<file path="src/rtl/ps2_kbd_pkg.sv">
// Shared constants for the PS/2 keyboard receiver: register map, bit positions,
// receive FSM encoding and the hex-to-segment table.
package ps2_kbd_pkg;

  localparam logic [1:0] REG_DATA   = 2'd0;
  localparam logic [1:0] REG_STATUS = 2'd1;
  localparam logic [1:0] REG_CTRL   = 2'd2;
  localparam logic [1:0] REG_COUNT  = 2'd3;

  localparam int ST_NOT_EMPTY = 0;
  localparam int ST_FULL      = 1;
  localparam int ST_OVF       = 2;
  localparam int ST_PERR      = 3;
  localparam int ST_FERR      = 4;

  localparam int CTRL_IRQ_EN  = 0;
  localparam int CTRL_FLUSH   = 1;

  typedef enum logic [1:0] {
    S_IDLE   = 2'd0,
    S_DATA   = 2'd1,
    S_PARITY = 2'd2,
    S_STOP   = 2'd3
  } ps2_state_e;

  // PS/2 uses odd parity: data bits plus the parity bit hold an odd number of ones.
  function automatic logic odd_parity_ok(input logic [7:0] data, input logic par);
    return ^{data, par};
  endfunction

  // Active-high segments, bit 0 = a ... bit 6 = g.
  function automatic logic [6:0] hex_to_seg(input logic [3:0] nib);
    logic [6:0] seg;
    case (nib)
      4'h0: seg = 7'h3F;
      4'h1: seg = 7'h06;
      4'h2: seg = 7'h5B;
      4'h3: seg = 7'h4F;
      4'h4: seg = 7'h66;
      4'h5: seg = 7'h6D;
      4'h6: seg = 7'h7D;
      4'h7: seg = 7'h07;
      4'h8: seg = 7'h7F;
      4'h9: seg = 7'h6F;
      4'hA: seg = 7'h77;
      4'hB: seg = 7'h7C;
      4'hC: seg = 7'h39;
      4'hD: seg = 7'h5E;
      4'hE: seg = 7'h79;
      default: seg = 7'h71;
    endcase
    return seg;
  endfunction

endpackage

</file>
<file path="src/rtl/ps2_kbd_fifo_if.sv">
// Avalon-MM slave bus of the keyboard port: 2-bit address, 8-bit data, no waitrequest.
interface ps2_kbd_fifo_if;
  logic [1:0] address;
  logic       read;
  logic [7:0] readdata;
  logic       write;
  logic [7:0] writedata;

  modport master (output address, read, write, writedata, input readdata);
  modport slave  (input address, read, write, writedata, output readdata);
endinterface

</file>
<file path="src/rtl/display2.sv">
// One hex digit to seven segments, with selectable output polarity.
module display2
  import ps2_kbd_pkg::*;
#(
  parameter bit ACT_LOW = 1'b1
) (
  input  logic [3:0] hex_i,
  output logic [6:0] seg_o
);

  logic [6:0] seg_hi;

  assign seg_hi = hex_to_seg(hex_i);
  assign seg_o  = ACT_LOW ? ~seg_hi : seg_hi;

endmodule

</file>
<file path="src/rtl/ps2_byte_fifo.sv">
// Synchronous byte FIFO with flush; a full FIFO still accepts a push when popped in the same cycle.
module ps2_byte_fifo #(
  parameter int DEPTH = 16,
  parameter int WIDTH = 8
) (
  input  logic                       clk,
  input  logic                       rst_n,
  input  logic                       push,
  input  logic                       pop,
  input  logic                       flush,
  input  logic [WIDTH-1:0]           din,
  output logic [WIDTH-1:0]           dout,
  output logic                       full,
  output logic                       empty,
  output logic [$clog2(DEPTH):0]     count
);

  localparam int AW = $clog2(DEPTH);
  localparam int CW = AW + 1;

  logic [WIDTH-1:0] mem_q [DEPTH];
  logic [AW-1:0]    wr_ptr_q, rd_ptr_q;
  logic [CW-1:0]    count_q;
  logic             do_push, do_pop;

  assign empty   = (count_q == '0);
  assign full    = (count_q == CW'(DEPTH));
  assign count   = count_q;
  assign dout    = mem_q[rd_ptr_q];
  assign do_pop  = pop & ~empty;
  assign do_push = push & (~full | do_pop);

  always_ff @(posedge clk) begin
    if (do_push && !flush) begin
      mem_q[wr_ptr_q] <= din;
    end
  end

  // Pointers wrap naturally because DEPTH is a power of two.
  always_ff @(posedge clk or negedge rst_n) begin
    if (!rst_n) begin
      wr_ptr_q <= '0;
      rd_ptr_q <= '0;
      count_q  <= '0;
    end else if (flush) begin
      wr_ptr_q <= '0;
      rd_ptr_q <= '0;
      count_q  <= '0;
    end else begin
      if (do_push) wr_ptr_q <= wr_ptr_q + AW'(1);
      if (do_pop)  rd_ptr_q <= rd_ptr_q + AW'(1);
      count_q <= count_q + CW'(do_push) - CW'(do_pop);
    end
  end

endmodule

</file>
<file path="src/rtl/ps2_kbd_fifo.sv">
// PS/2 keyboard receiver: filtered kc/kd, frame decoder with watchdog, scancode FIFO,
// Avalon-MM register file, level IRQ and two-digit display of the last good byte.
module ps2_kbd_fifo
  import ps2_kbd_pkg::*;
#(
  parameter int FIFO_DEPTH     = 16,
  parameter int FILTER_LEN     = 8,
  parameter int TIMEOUT_CYCLES = 50000,
  parameter bit SSEG_ACT_LOW   = 1'b1
) (
  input  logic          csi_clk,
  input  logic          csi_reset_n,
  ps2_kbd_fifo_if.slave avs_s1,
  output logic          ins_irq0_irq,
  input  logic          coe_kc,
  input  logic          coe_kd,
  output logic [6:0]    coe_sseg0,
  output logic [6:0]    coe_sseg1
);

  localparam int FW = $clog2(FILTER_LEN + 1);
  localparam int WW = $clog2(TIMEOUT_CYCLES + 1);
  localparam int CW = $clog2(FIFO_DEPTH) + 1;

  // ---------------- input synchronisers and glitch filters (bit 0 = kc, bit 1 = kd)
  logic [1:0] pin_raw, pin_filt;
  assign pin_raw = {coe_kd, coe_kc};

  for (genvar gi = 0; gi < 2; gi++) begin : g_filt
    logic          sync1_q, sync2_q, filt_q;
    logic [FW-1:0] cnt_q;

    always_ff @(posedge csi_clk or negedge csi_reset_n) begin
      if (!csi_reset_n) begin
        sync1_q <= 1'b1;
        sync2_q <= 1'b1;
        filt_q  <= 1'b1;
        cnt_q   <= '0;
      end else begin
        sync1_q <= pin_raw[gi];
        sync2_q <= sync1_q;
        if (sync2_q == filt_q) begin
          cnt_q <= '0;
        end else if (cnt_q == FW'(FILTER_LEN - 1)) begin
          filt_q <= sync2_q;
          cnt_q  <= '0;
        end else begin
          cnt_q <= cnt_q + FW'(1);
        end
      end
    end

    assign pin_filt[gi] = filt_q;
  end

  logic kc_prev_q, kc_fall, kd;
  assign kc_fall = kc_prev_q & ~pin_filt[0];
  assign kd      = pin_filt[1];

  // ---------------- frame decoder
  ps2_state_e    state_q, state_d;
  logic [2:0]    bit_cnt_q, bit_cnt_d;
  logic [7:0]    shift_q, shift_d;
  logic          par_q, par_d;
  logic [WW-1:0] wd_q, wd_d;
  logic          push_q, push_d;
  logic          timeout, perr_set, ferr_set;

  assign timeout = (state_q != S_IDLE) && (wd_q == WW'(TIMEOUT_CYCLES));

  always_comb begin
    state_d   = state_q;
    bit_cnt_d = bit_cnt_q;
    shift_d   = shift_q;
    par_d     = par_q;
    push_d    = 1'b0;
    perr_set  = 1'b0;
    ferr_set  = 1'b0;
    wd_d      = (state_q == S_IDLE || kc_fall) ? '0 : wd_q + WW'(1);
    if (timeout) begin
      state_d = S_IDLE;
      shift_d = '0;
      wd_d    = '0;
      ferr_set = 1'b1;
    end else if (kc_fall) begin
      case (state_q)
        S_IDLE: begin
          if (!kd) begin
            state_d   = S_DATA;
            bit_cnt_d = '0;
          end
        end
        S_DATA: begin
          shift_d   = {kd, shift_q[7:1]};
          bit_cnt_d = bit_cnt_q + 3'd1;
          if (bit_cnt_q == 3'd7) state_d = S_PARITY;
        end
        S_PARITY: begin
          par_d   = kd;
          state_d = S_STOP;
        end
        S_STOP: begin
          state_d = S_IDLE;
          if (!kd)                               ferr_set = 1'b1;
          else if (!odd_parity_ok(shift_q, par_q)) perr_set = 1'b1;
          else                                   push_d   = 1'b1;
        end
        default: state_d = S_IDLE;
      endcase
    end
  end

  always_ff @(posedge csi_clk or negedge csi_reset_n) begin
    if (!csi_reset_n) begin
      kc_prev_q <= 1'b1;
      state_q   <= S_IDLE;
      bit_cnt_q <= '0;
      shift_q   <= '0;
      par_q     <= 1'b0;
      wd_q      <= '0;
      push_q    <= 1'b0;
    end else begin
      kc_prev_q <= pin_filt[0];
      state_q   <= state_d;
      bit_cnt_q <= bit_cnt_d;
      shift_q   <= shift_d;
      par_q     <= par_d;
      wd_q      <= wd_d;
      push_q    <= push_d;
    end
  end

  // ---------------- FIFO
  logic [7:0]    fifo_dout;
  logic          fifo_full, fifo_empty, fifo_pop, fifo_flush;
  logic [CW-1:0] fifo_count;

  // shift_q is untouched between the STOP edge and the push cycle, so it is the byte.
  ps2_byte_fifo #(.DEPTH(FIFO_DEPTH), .WIDTH(8)) u_fifo (
    .clk   (csi_clk),
    .rst_n (csi_reset_n),
    .push  (push_q),
    .pop   (fifo_pop),
    .flush (fifo_flush),
    .din   (shift_q),
    .dout  (fifo_dout),
    .full  (fifo_full),
    .empty (fifo_empty),
    .count (fifo_count)
  );

  // ---------------- register file
  logic       ovf_q, ovf_d, perr_q, perr_d, ferr_q, ferr_d;
  logic       irq_en_q, irq_en_d, irq_q;
  logic [7:0] readdata_q, rd_mux, last_q, status, w1c;
  logic       wr_status, wr_ctrl;

  assign wr_status  = avs_s1.write && (avs_s1.address == REG_STATUS);
  assign wr_ctrl    = avs_s1.write && (avs_s1.address == REG_CTRL);
  assign w1c        = wr_status ? avs_s1.writedata : 8'h00;
  assign fifo_pop   = avs_s1.read && (avs_s1.address == REG_DATA) && !fifo_empty;
  assign fifo_flush = wr_ctrl && avs_s1.writedata[CTRL_FLUSH];

  always_comb begin
    status               = 8'h00;
    status[ST_NOT_EMPTY] = ~fifo_empty;
    status[ST_FULL]      = fifo_full;
    status[ST_OVF]       = ovf_q;
    status[ST_PERR]      = perr_q;
    status[ST_FERR]      = ferr_q;
  end

  always_comb begin
    rd_mux = 8'h00;
    case (avs_s1.address)
      REG_DATA:   rd_mux = fifo_empty ? 8'h00 : fifo_dout;
      REG_STATUS: rd_mux = status;
      REG_CTRL:   rd_mux = {7'd0, irq_en_q};
      default:    rd_mux = 8'(fifo_count);
    endcase
  end

  // A set in the same cycle as its W1C wins; a flush swallows a colliding push without OVF.
  always_comb begin
    ovf_d    = (ovf_q  & ~w1c[ST_OVF])  | (push_q & fifo_full & ~fifo_pop & ~fifo_flush);
    perr_d   = (perr_q & ~w1c[ST_PERR]) | perr_set;
    ferr_d   = (ferr_q & ~w1c[ST_FERR]) | ferr_set;
    irq_en_d = wr_ctrl ? avs_s1.writedata[CTRL_IRQ_EN] : irq_en_q;
  end

  always_ff @(posedge csi_clk or negedge csi_reset_n) begin
    if (!csi_reset_n) begin
      readdata_q <= 8'h00;
      ovf_q      <= 1'b0;
      perr_q     <= 1'b0;
      ferr_q     <= 1'b0;
      irq_en_q   <= 1'b0;
      irq_q      <= 1'b0;
      last_q     <= 8'h00;
    end else begin
      if (avs_s1.read) readdata_q <= rd_mux;
      if (push_q)      last_q     <= shift_q;
      ovf_q    <= ovf_d;
      perr_q   <= perr_d;
      ferr_q   <= ferr_d;
      irq_en_q <= irq_en_d;
      irq_q    <= irq_en_q & ~fifo_empty;
    end
  end

  assign avs_s1.readdata = readdata_q;
  assign ins_irq0_irq    = irq_q;

  logic unused_wdata;
  assign unused_wdata = &{1'b0, avs_s1.writedata[7:5]};

  // ---------------- display of the last good byte
  display2 #(.ACT_LOW(SSEG_ACT_LOW)) u_dig_hi (.hex_i(last_q[7:4]), .seg_o(coe_sseg0));
  display2 #(.ACT_LOW(SSEG_ACT_LOW)) u_dig_lo (.hex_i(last_q[3:0]), .seg_o(coe_sseg1));

endmodule

</file>
<file path="src/flat_wrapper.sv">
// flat-port wrapper written by rule: the top's interface ports become plain ports
module ps2_kbd_fifo_flat import ps2_kbd_pkg::*;
#(
  parameter int FIFO_DEPTH     = 16,
  parameter int FILTER_LEN     = 8,
  parameter int TIMEOUT_CYCLES = 50000,
  parameter bit SSEG_ACT_LOW   = 1'b1
)
  (csi_clk, csi_reset_n, ins_irq0_irq, coe_kc, coe_kd, coe_sseg0, coe_sseg1, avs_s1_address, avs_s1_read, avs_s1_write, avs_s1_writedata, avs_s1_readdata);
  ps2_kbd_fifo_if avs_s1_i ();
  input  logic csi_clk;
  input  logic csi_reset_n;
  output logic ins_irq0_irq;
  input  logic coe_kc;
  input  logic coe_kd;
  output logic [6:0] coe_sseg0;
  output logic [6:0] coe_sseg1;
  input wire logic [$bits(avs_s1_i.address)-1:0] avs_s1_address;
  input wire logic [$bits(avs_s1_i.read)-1:0] avs_s1_read;
  input wire logic [$bits(avs_s1_i.write)-1:0] avs_s1_write;
  input wire logic [$bits(avs_s1_i.writedata)-1:0] avs_s1_writedata;
  output wire logic [$bits(avs_s1_i.readdata)-1:0] avs_s1_readdata;
  assign avs_s1_i.address = avs_s1_address;
  assign avs_s1_i.read = avs_s1_read;
  assign avs_s1_i.write = avs_s1_write;
  assign avs_s1_i.writedata = avs_s1_writedata;
  assign avs_s1_readdata = avs_s1_i.readdata;
  ps2_kbd_fifo #(.FIFO_DEPTH(FIFO_DEPTH), .FILTER_LEN(FILTER_LEN), .TIMEOUT_CYCLES(TIMEOUT_CYCLES), .SSEG_ACT_LOW(SSEG_ACT_LOW)) u_core (.csi_clk(csi_clk), .csi_reset_n(csi_reset_n), .avs_s1(avs_s1_i), .ins_irq0_irq(ins_irq0_irq), .coe_kc(coe_kc), .coe_kd(coe_kd), .coe_sseg0(coe_sseg0), .coe_sseg1(coe_sseg1));
endmodule
</file>
<file path="config.mk">
export PLATFORM = sky130hd
export DESIGN_NAME = ps2_kbd_fifo_flat
export DESIGN_NICKNAME = d
export VERILOG_FILES = /design/src/rtl/ps2_kbd_pkg.sv /design/src/rtl/ps2_kbd_fifo_if.sv /design/src/rtl/display2.sv /design/src/rtl/ps2_byte_fifo.sv /design/src/rtl/ps2_kbd_fifo.sv /design/src/flat_wrapper.sv
export SDC_FILE = /design/constraint.sdc
export NUM_CORES = 1
export LEC_CHECK = 0
export CORE_ASPECT_RATIO = 1.4
export CORE_MARGIN = 4
export CORE_UTILIZATION = 30
export DETAILED_ROUTE_END_ITERATION = 16
export SLEW_MARGIN = 20
export SYNTH_ARGS = -nofsm -noshare
export SYNTH_HDL_FRONTEND = slang
export SYNTH_SLANG_ARGS = --single-unit
</file>
<file path="constraint.sdc">
create_clock -name csi_clk -period 2.64 [get_ports csi_clk]
set_input_delay 0.396 -clock csi_clk [delete_from_list [all_inputs] [get_ports csi_clk]]
set_output_delay 0.396 -clock csi_clk [all_outputs]
set_load 0.1 [all_outputs]
</file>
* Word level (Yosys, flattened, before mapping)
Memories as Yosys holds them, arrays and structs flattened. Index checks and enable logic that the tools add are counted.
Cells by class: add/sub/neg operators 8, equal/unequal tests 15, muxes and demuxes 40, bitwise operators 27, reductions and logical operators 26
Operators with widths (count):
- $mux 16 | 2
- $mux 4 | 8
- $mux 8 | 4
- $pmux 8 s3 | 1
- $add 16x1->16 const B | 1
- $add 4x1->4 const B | 4
- $eq 16x16->1 const B | 1
- $mux 1 | 16
- $not 7->7 | 2
- $reduce_bool 2->1 | 6
- $not 1->1 | 11
- $and 1x1->1 | 10
- $mux 5 | 2
- $reduce_xor 9->1 | 1
- $eq 4x3->1 const B | 2
- $mux 2 | 4
- $pmux 2 s4 | 1
- $logic_and 1x1->1 | 7
- $eq 2x2->1 const B | 3
- $pmux 3 s2 | 1
- $reduce_and 2->1 | 3
- $reduce_and 3->1 | 2
- $add 5x1->5 | 1
- $eq 5x5->1 const B | 1
- other kinds (15) | 22
Word-level totals: bits in registers 80, memory bits (writable) 128, memory bits (read-only) 224, bits of input ports 16, output and inout port bits 23, logic and storage cells 144, memories 3
Memories:
- u_core.u_fifo.mem_q | words 16, width 8, read ports 1, clocked after Yosys merged registers in 0, wr ports 1, RTL line ps2_byte_fifo.sv:21 | logic [WIDTH-1:0] mem_q [DEPTH];
- (name not given) | words 16, width 7, read ports 1, clocked after Yosys merged registers in 0, wr ports 0, RTL line ps2_kbd_pkg.sv:34 | case (nib)
- (name not given) | words 16, width 7, read ports 1, clocked after Yosys merged registers in 0, wr ports 0, RTL line ps2_kbd_pkg.sv:34

* Longest topological paths before layout
Gate-level depths: netlist of run 1.
depth in word-level cells 9, depth in mapped cells 14, mapped depth without buffers 14

* Hierarchy
A second synthesis of run 1 with hierarchy kept.
Second synthesis, totals: cells, all modules 683, area, all modules 9545.4 um^2
By module, submodules not included:
- ps2_byte_fifo | times used 1, cells each 337, area each 5911.9 um^2, sequential area each 4169.0 um^2
- ps2_kbd_fifo | times used 1, cells each 284, area each 3138.0 um^2, sequential area each 1685.4 um^2
- display2 (u_core.u_dig_hi) | times used 1, cells each 31, area each 250.2 um^2, sequential area each 0.0 um^2
- display2 (u_core.u_dig_lo) | times used 1, cells each 31, area each 245.2 um^2, sequential area each 0.0 um^2

* Worst setup path before layout of run 1
No wires, ideal clock.
path type reg2out, start point register u_core.last_q[0], end point output coe_sseg1[4], arrival time 3.082 ns, required time 2.244 ns, slack -0.838 ns, stages on the path, launching flop included 5, cell sequence dfrtp_1 > inv_1 > ha_1 > nor2b_1 > o32ai_1
On the way: word-level cells in the longest chain between the ends 2
Ends and longest elaborated chain:
- from (decl) | RTL line ps2_kbd_fifo.sv:155 | logic [7:0] readdata_q, rd_mux, last_q, status, w1c;
- from (signal assigned) | RTL line ps2_kbd_fifo.sv:202 | if (push_q) last_q <= shift_q;
- $mem_v2 16x7
- $not 7->7 | RTL line display2.sv:14 | assign seg_o = ACT_LOW ? ~seg_hi : seg_hi;
- to (decl) | RTL line flat_wrapper.sv:17 | output logic [6:0] coe_sseg1;
No other way between the ends.

* Final worst setup path of run 1
start point register u_core.u_fifo.count_q[2], in the netlist u_core.u_fifo.count[2], end point register u_core.u_fifo.count_q[4], in the netlist u_core.u_fifo.count[4]
On the way: word-level cells in the longest chain between the ends 9, elaborated cells between the ends (all ways) 12, those cells by class add/sub (2); eq/ne (1); mux (1); bitwise (5); reduce/logical (3)
Ends and longest elaborated chain:
- from (decl) | RTL line ps2_byte_fifo.sv:23 | logic [CW-1:0] count_q;
- from (signal assigned) | RTL line ps2_byte_fifo.sv:52 | count_q <= count_q + CW'(do_push) - CW'(do_pop);
- $logic_not 5->1 | RTL line ps2_byte_fifo.sv:26 | assign empty = (count_q == '0);
- $logic_not 1->1 | RTL line ps2_kbd_fifo.sv:161 | assign fifo_pop = avs_s1.read && (avs_s1.address == REG_DATA) && !fifo_empty;
- $logic_and 1x1->1 | RTL line ps2_kbd_fifo.sv:161
- $and 1x1->1 | RTL line ps2_byte_fifo.sv:30 | assign do_pop = pop & ~empty;
- $or 1x1->1 | RTL line ps2_byte_fifo.sv:31 | assign do_push = push & (~full | do_pop);
- $and 1x1->1 | RTL line ps2_byte_fifo.sv:31
- $add 5x1->5 | RTL line ps2_byte_fifo.sv:52
- $sub 5x1->5 (*) | RTL line ps2_byte_fifo.sv:52
- $mux 5 (*) | RTL line ps2_byte_fifo.sv:45 | end else if (flush) begin
Mark *: on every way between the ends. The rest lies on a longest branch, timed or not. A chain may end at the register's enable or synchronous reset.

==> flow_metrics.py, run 1 <==
metrics = {
    "cts": {
        "cts_tree": "yes",
        "clk_path_buf_depth": 3,
        "cts-root-buf": "clkbuf_16",
        "cts_sinks": 208,
        "htreeDepth": 1,
        "clkTransAtPathRegs_ps": 60,
        "cts_buffers": 22,
        "clkLatencyLatePin_ps": 490,
    },
    "floorplanning": {
        "start_util_pct": 30.33,
        "die_h_um": 216.5,
        "std_cell_rows": 76,
        "die_w_um": 156.9,
        "ios": 39,
        "die_area_um2": 33970,
        "core_area_um2": 30710,
    },
    "power_and_ir_drop": {
        "swShare_pct": 28.88,
        "pwr-share-clk_pct": 34.4,
        "leakagePower_uw": 0.004123,
        "pwr_density_cell_nw_per_um2": 799.0,
        "combPwrFrac_pct": 22.2,
        "pwr-share-seq_pct": 43.4,
        "ir_drop_mv": 0.3780,
        "p_int_uw": 6447,
        "net-switching-power_uw": 2618,
    },
    "cells_and_area": {
        "post-route-util_pct": 36.94,
        "layout.cells.non_filler": 1147,
        "seq_area_um2": 5856,
        "syn_to_final_growth_pct": 21.79,
        "fin_nets": 789,
        "drive_gt1_share_pct": 25.10,
        "layout_common_cells": "edfxtp_1, dfrtp_1, buf_4",
        "fin_area_um2": 11340,
        "final_common_cell": "edfxtp_1",
        "antenna_cells": 0,
        "multi_input_area_um2": 3317,
        "nFillCells": 2884,
    },
    "placed_design": {
        "io_buffer_count": 35,
        "placed_area_um2": 10530,
        "place_ws_ps": -264.6,
        "globalplace.congestion": 0.7855,
        "post-place-cells": 1103,
        "hpwlAfterDp_mm": 13.32,
    },
    "global_routing": {
        "grt_pass1_vias": 5737,
        "grt_pass1_wl_mm": 31.19,
        "antenna_found_initial": 0,
        "grt_usage_pct": 11.65,
        "grt_max_degree": 39,
        "gr-total-overflow": 0,
    },
    "outcome": {
        "status": "completed",
    },
    "route": {
        "top_layer": "met4",
        "dr.first_iter.drc_count": 269,
        "avgViaCountPerCell": 4.751,
        "drc": 0,
        "wirelength_mm": 19.73,
        "met2WireLength_mm": 10.79,
        "wl_met3_um": 678,
        "ant_nets": 0,
        "wl_per_cell_um": 17.20,
        "wl_met1_mm": 7.830,
        "drt-pass1-iter-count": 5,
        "via_count": 5449,
    },
    "yosys": {
        "synth_edf_count": 128,
        "synth-async-reset-ratio_pct": 38.46,
        "ys_types": 60,
        "syn_area_per_cell_um2": 14.24,
        "syn_inst": 654,
        "synth_top_cell_by_area": "edfxtp_1",
        "yosys_warnings": 0,
        "synth.top_cells.by_area": "edfxtp_1, dfrtp_1, mux4_2, ha_1, mux2i_1",
        "netlist_area_um2": 9315,
        "synth_flop_cell": "edfxtp_1",
        "synth-seq-area-share_pct": 62.85,
        "syn_nets": 702,
        "ys_ff_latch": 208,
        "synth.top_cell.area_share_pct": 41.26,
    },
    "timing": {
        "setup_tns_ps": 0,
        "rsz0062_at_grt": "yes",
        "drv_slew": 0,
        "fin_skew_ps": 8.406,
        "min_period_over_period_pct": 97.66,
        "hold_violations": 0,
        "min_period_ps": 2578,
        "worst_slack_ps": 61.83,
        "slew_headroom_pct": 52.15,
        "setup_viol": 0,
        "fmax_mhz": 387.9,
        "tightest_slew_ps": 717.8,
    },
    "setup_path": {
        "cp.arrival_ps": 2940,
        "cp-end-kind": "register",
        "reg2regPathDepth": 14,
        "r2r_start": "u_core.u_fifo.count[2]",
        "reg2reg_slack_ps": 60,
        "cp.required_ps": 3000,
        "rr_endpoint": "u_core.u_fifo.count[4]",
        "cp-endpoint": "u_core.u_fifo.count[4]",
        "crit_path_start": "u_core.u_fifo.count[2]",
        "cp-start-kind": "register",
        "crit_path_max_fanout": 2,
        "path_class": "register to register",
    },
    "min_path": {
        "min_path_type": "input port to register",
    },
    "run": {
        "drv_cap": 0,
    },
}
==> power groups by stage <==
stage	combinational, µW	sequential, µW	clock [µW]
2_1_floorplan	1260	4140	0
3_3_place_gp	1940	4000	0
3_5_place_dp	1980	4010	0
4_1_cts	1990	3940	3200
5_1_grt	2220	3970	3340
6_report	2010	3940	3120
==> synthesized netlist by cell type, drive strengths merged, types with 3 or more instances <==
master / instances
mux2: 12
or3: 5
inv: 31
xor2: 8
xnor2: 21
o21a: 3
dfrtp: 73
or3b: 3
nand4: 4
a22o: 6
nand2b: 6
a32o: 3
edfxtp: 128
o21ai: 16
dfstp: 7
o221ai: 4
nor2b: 13
nand3: 21
a21oi: 22
mux2i: 23
nand2: 42
clkbuf: 16
buf: 10
o211ai: 5
and2: 3
ha: 31
mux4: 34
nor3: 15
nor4: 4
nor2: 52
nor3b: 4
==> worst max-delay path, stage by stage, from the launching register on <==
cell and delay [ps]:
dfrtp_1 390, inv_2 90, ha_4 140, buf_4 100
nand4bb_1 150, o21ai_2 220, ha_4 230, inv_1 50
ha_2 180, inv_2 40, fa_2 390, nor2b_2 150
o21bai_1 100, a21oi_1 160, nor3b_2 60
==> worst min-delay path by stage <==
stage | slack, ps | cells after the start | to | startpoint
after global placement | 350 | 0 | u_core.g_filt[0].sync2_q | u_core.g_filt[0].sync1_q
after CTS | 290 | 1 | u_core.g_filt[0].sync1_q | coe_kc
final | 310 | 1 | u_core.g_filt[0].sync1_q | coe_kc
after global routing | 290 | 1 | u_core.g_filt[0].sync1_q | coe_kc
after floorplan | 100 | 0 | u_core.avs_s1.readdata[0] | csi_reset_n
after detailed placement | 350 | 0 | u_core.g_filt[1].sync2_q | u_core.g_filt[1].sync1_q
==> repair_timing <==
action / in CTS / in global routing
endpoints found under the hold margin: 31 / 0
setup buffers: 1 / 2
cloned: 0 / 0
pin swaps: 0 / 3
gates resized for setup: 3 / 12
endpoints found under the setup margin: 1 / 2
hold buffers: 1 / 0
==> per-layer routing <==
layer | GRT usage, % | up-vias
met5 | 0 | -
met3 | 1.458 | 31
li1 | - | 2601
met1 | 13.46 | 2743
met2 | 22.16 | 74
met4 | 3.415 | 0
==> state kept, by name, indices dropped and copies added (netlist names), 3 cells and up <==
register and flops:
u_core.u_fifo.mem_q 128, u_core.wd_q 16, u_core.g_filt.cnt_q 8, u_core.u_fifo.count 5, u_core.shift_q 8, u_core.bit_cnt_q 3
u_core.avs_s1.readdata 8, u_core.u_fifo.rd_ptr_q 4, u_core.u_fifo.wr_ptr_q 4, u_core.last_q 8
==> layout make-up <==
class	instances	area share [%]
Clock buffer	28	5.239
Clock inverter	12	1.235
Inverter	33	1.114
Multi-Input combinational cell	387	29.24
Sequential cell	208	51.62
Tap cell	390	4.301
Timing Repair Buffer	89	7.257
==> per-stage QoR <==
stage / hold slack [ps] / total power, µW
3_5_place_dp: 347.0 / 5983
6_report: 311.2 / 9064
5_1_grt: 290.8 / 9530
2_1_floorplan: 100.4 / 5400
4_1_cts: 289.7 / 9133
3_3_place_gp: 345.9 / 5946
==> kinds of logic (layout without fill, tap and decap cells) <==
kind of cell	after synthesis	count (layout)	synth area share (%)
DFF	208	208	62.85
xor gates and xnor gates	30	30	2.968
adders and majority gates	32	32	4.379
and+or+nand+nor	184	184	10.06
buffers and inverters	59	162	2.579
AOI/OAI and AO/OA	72	72	5.024
muxes	69	69	12.14
Power figures use the tool's default switching activity.
==> run 2, diff against run 1 <==
clock period = 2.4 ns   (was 2.64 ns; I/O delays follow)
==> run 2 against run 1 <==
Against the previous run:
- non-clock buffer count grew 19
- routed wire length grew 0.58%
- cell count is 1.5% higher
- clock-buffer cell count grew 1
- clock skew is 9.8 ps higher
- worst setup slack got worse by 31 ps
- maximum frequency up 8.8%
- core utilization up 0.92 points
- total power rose by 8.3%
- critical endpoint unchanged
- largest cell class unchanged
- largest power group unchanged
- highest routed layer unchanged
==> flow_metrics.py, run 2 (same netlist as run 1, synthesis figures left out) <==
metrics = {
    "route": {
        "wl_met3_um": 534,
        "avgViaCountPerCell": 4.690,
        "dr.first_iter.drc_count": 288,
        "via_count": 5459,
        "drc": 0,
        "wl_met1_mm": 7.778,
        "ant_nets": 0,
        "top_layer": "met4",
        "drt-pass1-iter-count": 4,
        "wirelength_mm": 19.85,
        "met2WireLength_mm": 11.16,
        "wl_per_cell_um": 17.05,
    },
    "setup_path": {
        "critPathTopFamily": "adder cells",
        "cp.arrival_ps": 2720,
        "cp-start-kind": "register",
        "reg2reg_slack_ps": 30,
        "crit_path_max_fanout": 3,
        "cpPeakStageDelay_ps": 380,
        "crit_buf_inv": 4,
        "cp-end-kind": "register",
        "rr_endpoint": "u_core.u_fifo.count[4]",
        "cp.required_ps": 2750,
        "path_cells": "inv_2 -> ha_4 -> nor4b_4 -> nand2b_4 -> clkinv_4 -> ha_4 -> inv_2 -> ha_4 -> inv_2 -> fa_2 -> nor2b_2 -> o21bai_2 -> a21oi_2 -> nor3b_2",
        "r2r_start": "u_core.u_fifo.count[3]",
        "critPathSlowestCell": "dfrtp_1",
        "reg2regPathDepth": 14,
        "path_class": "register to register",
    },
    "global_routing": {
        "grt_pass1_vias": 5830,
        "grt_usage_pct": 11.96,
        "gr-total-overflow": 0,
        "grt_pass1_wl_mm": 32.08,
        "grt_max_degree": 49,
        "antenna_found_initial": 0,
    },
    "placed_design": {
        "globalplace.congestion": 0.7768,
        "io_buffer_count": 35,
        "hpwlAfterDp_mm": 13.79,
    },
    "power_and_ir_drop": {
        "leakagePower_uw": 0.004218,
        "total_power_uw": 9815,
        "pwr_density_cell_nw_per_um2": 844.2,
        "ir_drop_mv": 0.4202,
    },
    "cells_and_area": {
        "largest_reg_flops": 128,
        "final_common_cell": "edfxtp_1",
        "antenna_cells": 0,
        "nFillCells": 2873,
        "fin_nets": 807,
        "seq_area_um2": 5857,
        "multi_input_area_um2": 3437,
        "reg_top3": "u_core.u_fifo.mem_q (128), u_core.wd_q (16)",
        "regMostFlops": "u_core.u_fifo.mem_q",
        "syn_to_final_growth_pct": 24.81,
        "layout_common_cells": "edfxtp_1, buf_4, dfrtp_1",
        "drive_gt1_share_pct": 28.81,
    },
    "outcome": {
        "status": "completed",
    },
    "timing": {
        "min_period_over_period_pct": 98.73,
        "fmax_mhz": 422.0,
        "setup_viol": 0,
        "drv_slew": 0,
        "fin_skew_ps": 18.18,
        "rsz0062_at_grt": "yes",
        "holdWs_ps": 281.7,
        "hold_violations": 0,
        "tightest_slew_ps": 679.4,
        "min_period_ps": 2369,
        "slew_headroom_pct": 54.71,
    },
    "floorplanning": {
        "core_area_um2": 30710,
        "die_area_um2": 33970,
        "ios": 39,
        "std_cell_rows": 76,
        "die_w_um": 156.9,
        "die_h_um": 216.5,
        "start_util_pct": 30.33,
    },
    "cts": {
        "cts_sinks": 208,
        "cts-root-buf": "clkbuf_16",
        "cts_buffers": 21,
        "htreeDepth": 1,
        "cts_tree": "yes",
        "clkTransAtPathRegs_ps": 60,
        "clk_path_buf_depth": 3,
        "clkLatencyLatePin_ps": 500,
    },
    "min_path": {
        "min_path_type": "input port to register",
        "min_delay_path_depth": 1,
        "min_to": "u_core.g_filt[0].sync1_q",
        "hold_start": "coe_kc",
    },
    "run": {
        "drv_cap": 0,
    },
}
[run 2: changes by cell type in the layout (fill, tap and decap cells not counted), sizes merged]
cell      change
buf          +19
bufinv        -2
clkbuf        +1
clkinvlp      -1
[run 2: layout make-up]
type | count | area share (%)
inverter | 33 | 1.108
multi-input combinational | 387 | 29.56
sequential | 208 | 50.38
timing repair buffer | 108 | 9.062
clock inverter | 9 | 0.6565
clock buffer | 29 | 5.037
tap | 390 | 4.197
[run 2: what timing repair did]
action / in CTS / in global routing
hold buffers: 1 / 0
pin swaps: 5 / 1
hold endpoints to repair: 44 / 0
setup buffers: 5 / 5
resized for setup: 9 / 13
setup endpoints to repair: 4 / 5
cloned: 0 / 0
[run 2: power by group]
part,switching [µW],leakage [µW],internal (µW)
Clock,1330,0.000322,1820
Combinational,1270,0.00174,1050
Sequential,300,0.00216,4050
Total,2900,0.00422,6910
[run 2: worst max-delay path by stage]
stage	start	end	slack [ps]	cells after the start
finish	u_core.u_fifo.count[3]	u_core.u_fifo.count[4]	30	14
global route	u_core.u_fifo.count[2]	u_core.u_fifo.count[4]	-120	14
CTS	u_core.u_fifo.count[3]	u_core.u_fifo.count[4]	-30	14
detailed placement	avs_s1_read	u_core.u_fifo.count[4]	-300	13
global placement	avs_s1_read	u_core.u_fifo.count[4]	-250	13
floorplan	u_core.u_fifo.count[3]	u_core.u_fifo.count[4]	-80	14
[run 2: through the flow]
step,area [µm²],instances,TNS (ps),setup WS [ps],util (%)
2_1_floorplan,9449,654,-147.8,-75.11,-
3_3_place_gp,10780,1115,-255.8,-253.5,35.09
3_5_place_dp,10780,1115,-336.8,-296.3,35.09
4_1_cts,11500,1159,-53.69,-33.93,37.46
5_1_grt,11630,1164,-126.9,-124.4,37.85
6_report,11630,1164,0,30.60,37.85
[run 2: routing by layer]
layer  up-vias  GRT usage [%]
li1       2638              -
met1      2717          13.93
met2        79          22.77
met3        25          1.438
met4         0          3.300
met5         -              0
==> run 3, diff against run 2 <==
HOLD_SLACK_MARGIN = 0.1   (was unset)
==> results of run 3 <==
Final layout, timing and power as in run 2 (identical DEF).
